**config.mk**
```make
export PLATFORM = sky130hd
export DESIGN_NAME = bcd_to_bin_seq
export DESIGN_NICKNAME = d
export VERILOG_FILES = /design/src/rtl/bcd_to_bin_seq.sv
export SDC_FILE = /design/constraint.sdc
export NUM_CORES = 1
export LEC_CHECK = 0
export CORE_MARGIN = 3
export CORE_UTILIZATION = 52
export CTS_CLUSTER_DIAMETER = 120
export DETAILED_ROUTE_END_ITERATION = 6
export PLACE_DENSITY = 0.83
export SYNTH_ARGS = -nofsm -noshare
export SYNTH_HDL_FRONTEND = slang
export SYNTH_SLANG_ARGS = --single-unit
```
**constraint.sdc**
```tcl
create_clock -name clk -period 1.93 [get_ports clk]
set_clock_uncertainty 0.05 [all_clocks]
set_input_delay 0.2895 -clock clk [delete_from_list [all_inputs] [get_ports clk]]
set_output_delay 0.2895 -clock clk [all_outputs]
set_load 0.005 [all_outputs]
```
**src/rtl/bcd_to_bin_seq.sv**
```systemverilog
// Sequential BCD-to-binary converter (reverse double-dabble), one shift per clock.
// Takes BIN_W cycles per valid operand and flags operands that have any digit greater than 9.
module bcd_to_bin_seq #(
  parameter int DIGITS = 3,
  parameter int BIN_W  = 10
) (
  input  logic                  clk,
  input  logic                  rst_n,
  input  logic                  start,
  input  logic [4*DIGITS-1:0]   bcd_in,
  output logic                  ready,
  output logic                  busy,
  output logic                  done,
  output logic                  err,
  output logic [BIN_W-1:0]      bin_out
);

  localparam int BCD_W  = 4 * DIGITS;
  localparam int WORK_W = BCD_W + BIN_W;
  localparam int CNT_W  = $clog2(BIN_W + 1);
  localparam logic [CNT_W-1:0] LAST_ITER = CNT_W'(BIN_W - 1);

  typedef enum logic [1:0] {
    S_IDLE,
    S_SHIFT,
    S_DONE
  } state_t;

  state_t               state_q, state_d;
  logic [WORK_W-1:0]    work_q, work_d;
  logic [CNT_W-1:0]     cnt_q, cnt_d;
  logic                 err_q, err_d;
  logic [BIN_W-1:0]     bin_q, bin_d;

  logic                 bad_digit;
  logic [WORK_W-1:0]    shifted;

  always_ff @(posedge clk or negedge rst_n) begin
    if (!rst_n) begin
      state_q <= S_IDLE;
      work_q  <= '0;
      cnt_q   <= '0;
      err_q   <= 1'b0;
      bin_q   <= '0;
    end else begin
      state_q <= state_d;
      work_q  <= work_d;
      cnt_q   <= cnt_d;
      err_q   <= err_d;
      bin_q   <= bin_d;
    end
  end

  // Digit corrections act on post-shift values; the binary half is never corrected.
  always_comb begin
    bad_digit = 1'b0;
    for (int unsigned i = 0; i < DIGITS; i++) begin
      if (bcd_in[4*i +: 4] > 4'd9) begin
        bad_digit = 1'b1;
      end
    end

    shifted = work_q >> 1;
    for (int unsigned i = 0; i < DIGITS; i++) begin
      if (shifted[BIN_W + 4*i +: 4] >= 4'd8) begin
        shifted[BIN_W + 4*i +: 4] = shifted[BIN_W + 4*i +: 4] - 4'd3;
      end
    end
  end

  always_comb begin
    state_d = state_q;
    work_d  = work_q;
    cnt_d   = cnt_q;
    err_d   = err_q;
    bin_d   = bin_q;

    case (state_q)
      S_IDLE: begin
        if (start) begin
          if (bad_digit) begin
            err_d   = 1'b1;
            bin_d   = '0;
            state_d = S_DONE;
          end else begin
            err_d   = 1'b0;
            work_d  = {bcd_in, {BIN_W{1'b0}}};
            cnt_d   = '0;
            state_d = S_SHIFT;
          end
        end
      end
      S_SHIFT: begin
        work_d = shifted;
        cnt_d  = cnt_q + CNT_W'(1);
        if (cnt_q == LAST_ITER) begin
          bin_d   = shifted[BIN_W-1:0];
          state_d = S_DONE;
        end
      end
      S_DONE: begin
        state_d = S_IDLE;
      end
      default: begin
        state_d = S_IDLE;
      end
    endcase
  end

  assign ready   = (state_q == S_IDLE);
  assign busy    = (state_q != S_IDLE);
  assign done    = (state_q == S_DONE);
  assign err     = err_q;
  assign bin_out = bin_q;

endmodule

```
==> out/qor.yml <==
yosys.area.top_type: "dfrtp_1"
cp-end-kind: "flop"
clk_pin_slew_ps: 130
clk_path_buf_depth: 2
crit_fanout: 8
ys_types: 28
r2r_slack_ps: 170
clock_sinks: 38
critical_path_buf_inv_count: 1
cpMaxStageDelayCell: "dfrtp_2"
grt_max_degree: 39
fin_nets: 218
worstRegToRegCells: 5
yosys_warnings: 0
die_height_um: 64.6
period_needed_ps: 1760
wirelength_um: 3940
port_buffers: 28
die_x_um: 64.6
yosysTopAreaCellShare_pct: 53.2
drv_cap: 0
grt_usage_pct: 20.7
antenna_cells: 0
die_area_um2: 4180
synthXorXnorAreaFrac_pct: 1.96
max_slew.worst_pin.slew_ps: 472
htreeDepth: 2
worstSetupStartpointType: "flop"
start_util_pct: 56.7
vias_per_cell: 5.59
yosysSeqAreaShare_pct: 53.2
cp.required_ps: 2120
antenna_found_initial: 0
fill_cells: 240
slew_headroom_pct: 68.5
synth_compound_area_share_pct: 20.5
numCtsBuffers: 5
synth_cells: 157
finalWeightedCongestion: 0.878
vias: 1352
synthArstFlopShare_pct: 100
r2r-end: "work_q[13]"
yosys_most_used_dff: "dfrtp_1"
syn_area_um2: 1790
setup_viol: 0
r2r-start: "state_q[1]"
status: "finished clean"
first_iter_violations: 127
peakVddDrop_mv: 0.772
postSynthAreaPerCell_um2: 11.4
fin_cells: 242
first_pass_iters: 4
yosysMostFrequentCell: "dfrtp_1"
post-route-period-util_pct: 91.2
hold_class: "input pin to asynchronous set/reset pin"
drcViolationCount: 0
dp_hpwl_um: 2650
worst_ep_arrival_time_ps: 1950
ctsHoldBuffers: 0
yosys.area_share.simple_pct: 8.75
final.setup.tns_ps: 0
crit_path_max_incr_delay_ps: 430
cts_tree: "built"
p_per_area_nw_per_um2: 1420
rows: 20
placed_cells: 231
p_leak_nw: 1.10
rsz0062_at_grt: "false"
wire_per_inst_um: 16.3
synth_top_family_by_area: "compound AO/OA/AOI/OAI gates"
ys_seq_elements: 38
grt_remaining_overflow: 0
clock_latency_ps: 350
cpLargestDelayFamily: "simple AND/OR/NAND/NOR gates"
synthTopCellsByCount: "38 x dfrtp_1, 21 x a22o_1"
ios: 29
synth_fp_nets: 178
grt_pass1_wl_um: 6570
antenna_left: 0
crit_start: "state_q[1]"
fmax_mhz: 568
core-area_um2: 3150
synth_area_leaders: "dfrtp_1 53%, a22o_1 10%, mux2i_1 5.6%"
synth-adder-area-share_pct: 4.20
path_cells: "buf_4, nor2b_1, nand4_2, o32ai_1, a21oi_1"
cts-root-buf: "clkbuf_4"
synth_mux_area_share_pct: 6.23
syn2layout_area_growth_pct: 27.2
grt_pass1_vias: 1360
synth_edf_count: 0
drive_above_1_share_pct: 14.1
slew_viol_final: 0
hold_violations: 0
path_class: "flop to flop"
-- where the power goes --
part,switching (mW),internal (mW),leakage [nW]
sequential,0.276,1.07,0.490
clock,0.275,0.405,0.0554
combinational,0.594,0.615,0.558
total,1.15,2.09,1.10
-- layout by cell type, fill, tap and decap left out --
cell and count:
ha_1 6, nand4_2 1, nand2b_1 2, mux2i_1 10
a41oi_4 1, dfrtp_2 2, dlygate4sd2_1 1, inv_1 9
dfrtp_1 36, o21ai_0 10, buf_4 13, o21ai_1 4
clkinv_4 1, dlymetal6s2s_1 2, nand2_1 10, nor3_1 2
nor2b_1 6, and2b_1 1, xnor2_1 2, a21oi_1 10
clkdlybuf4s50_1 25, nor2_1 6, nand3_1 2, a22o_1 21
or2_2 1, xor2_1 2, mux2_2 1, o32ai_1 2
clkbuf_4 5, o22a_2 1, a21o_1 1, bufinv_16 2
-- metrics by stage --
step / utilization, % / worst slack, ps / power, mW / hold slack, ps / instance area [um2]
3_5_place_dp: 67.9 / -72.5 / 2.52 / 433 / 2140
6_report: 72.1 / 170 / 3.23 / 310 / 2270
5_1_grt: 72.1 / 32.9 / 3.45 / 330 / 2270
3_3_place_gp: 67.9 / 49.0 / 2.44 / 416 / 2140
4_1_cts: 71.7 / 43.2 / 3.23 / 315 / 2260
2_1_floorplan: - / 482 / 2.12 / -56.1 / 1790
-- kinds of logic (layout without fill, tap and decap cells) --
| group | after synthesis | in the layout |
|---|---|---|
| compound gates | 50 | 50 |
| mux | 11 | 11 |
| flops | 38 | 38 |
| fa+ha+maj | 6 | 6 |
| xor+xnor | 4 | 4 |
| buf+inv | 17 | 58 |
| simple gates | 31 | 31 |
-- how the worst max path moves through the flow --
stage          cells past startpoint         end
2_1_floorplan                      4  work_q[13]
3_3_place_gp                       5  work_q[17]
3_5_place_dp                       5  work_q[17]
4_1_cts                            2        busy
5_1_grt                            5  work_q[13]
6_report                           5  work_q[13]
-- sequential cells by signal, summed over array words and instances (netlist names) --
name	cells
err	1
bin_out	10
cnt_q	4
work_q	21
state_q	2
-- layout make-up --
cell class	count	area [um2]	share of cell area, %
sequential	38	953	41.9
multi-input combinational	102	744	32.7
timing repair buffer	41	382	16.8
clock inverter	3	68.8	3.03
tap	44	55.1	2.42
clock buffer	5	37.5	1.65
inverter	9	33.8	1.49
-- routing by layer --
layer  track usage, %  routed length (um)  vias to the layer above
met4             3.96                  12                        0
met1             26.1                1720                      672
met3             6.76                 240                        2
met2             34.9                1970                       44
li1                 -                   -                      634
met5                0                   0                        -
-- timing repair --
| action | CTS | global route |
|---|---|---|
| endpoints found under the setup margin | 2 | 2 |
| pin swaps | 0 | 0 |
| gates resized for setup | 3 | 2 |
| buffers inserted | 2 | 1 |
Note: power is estimated with default switching activity, not from simulation.
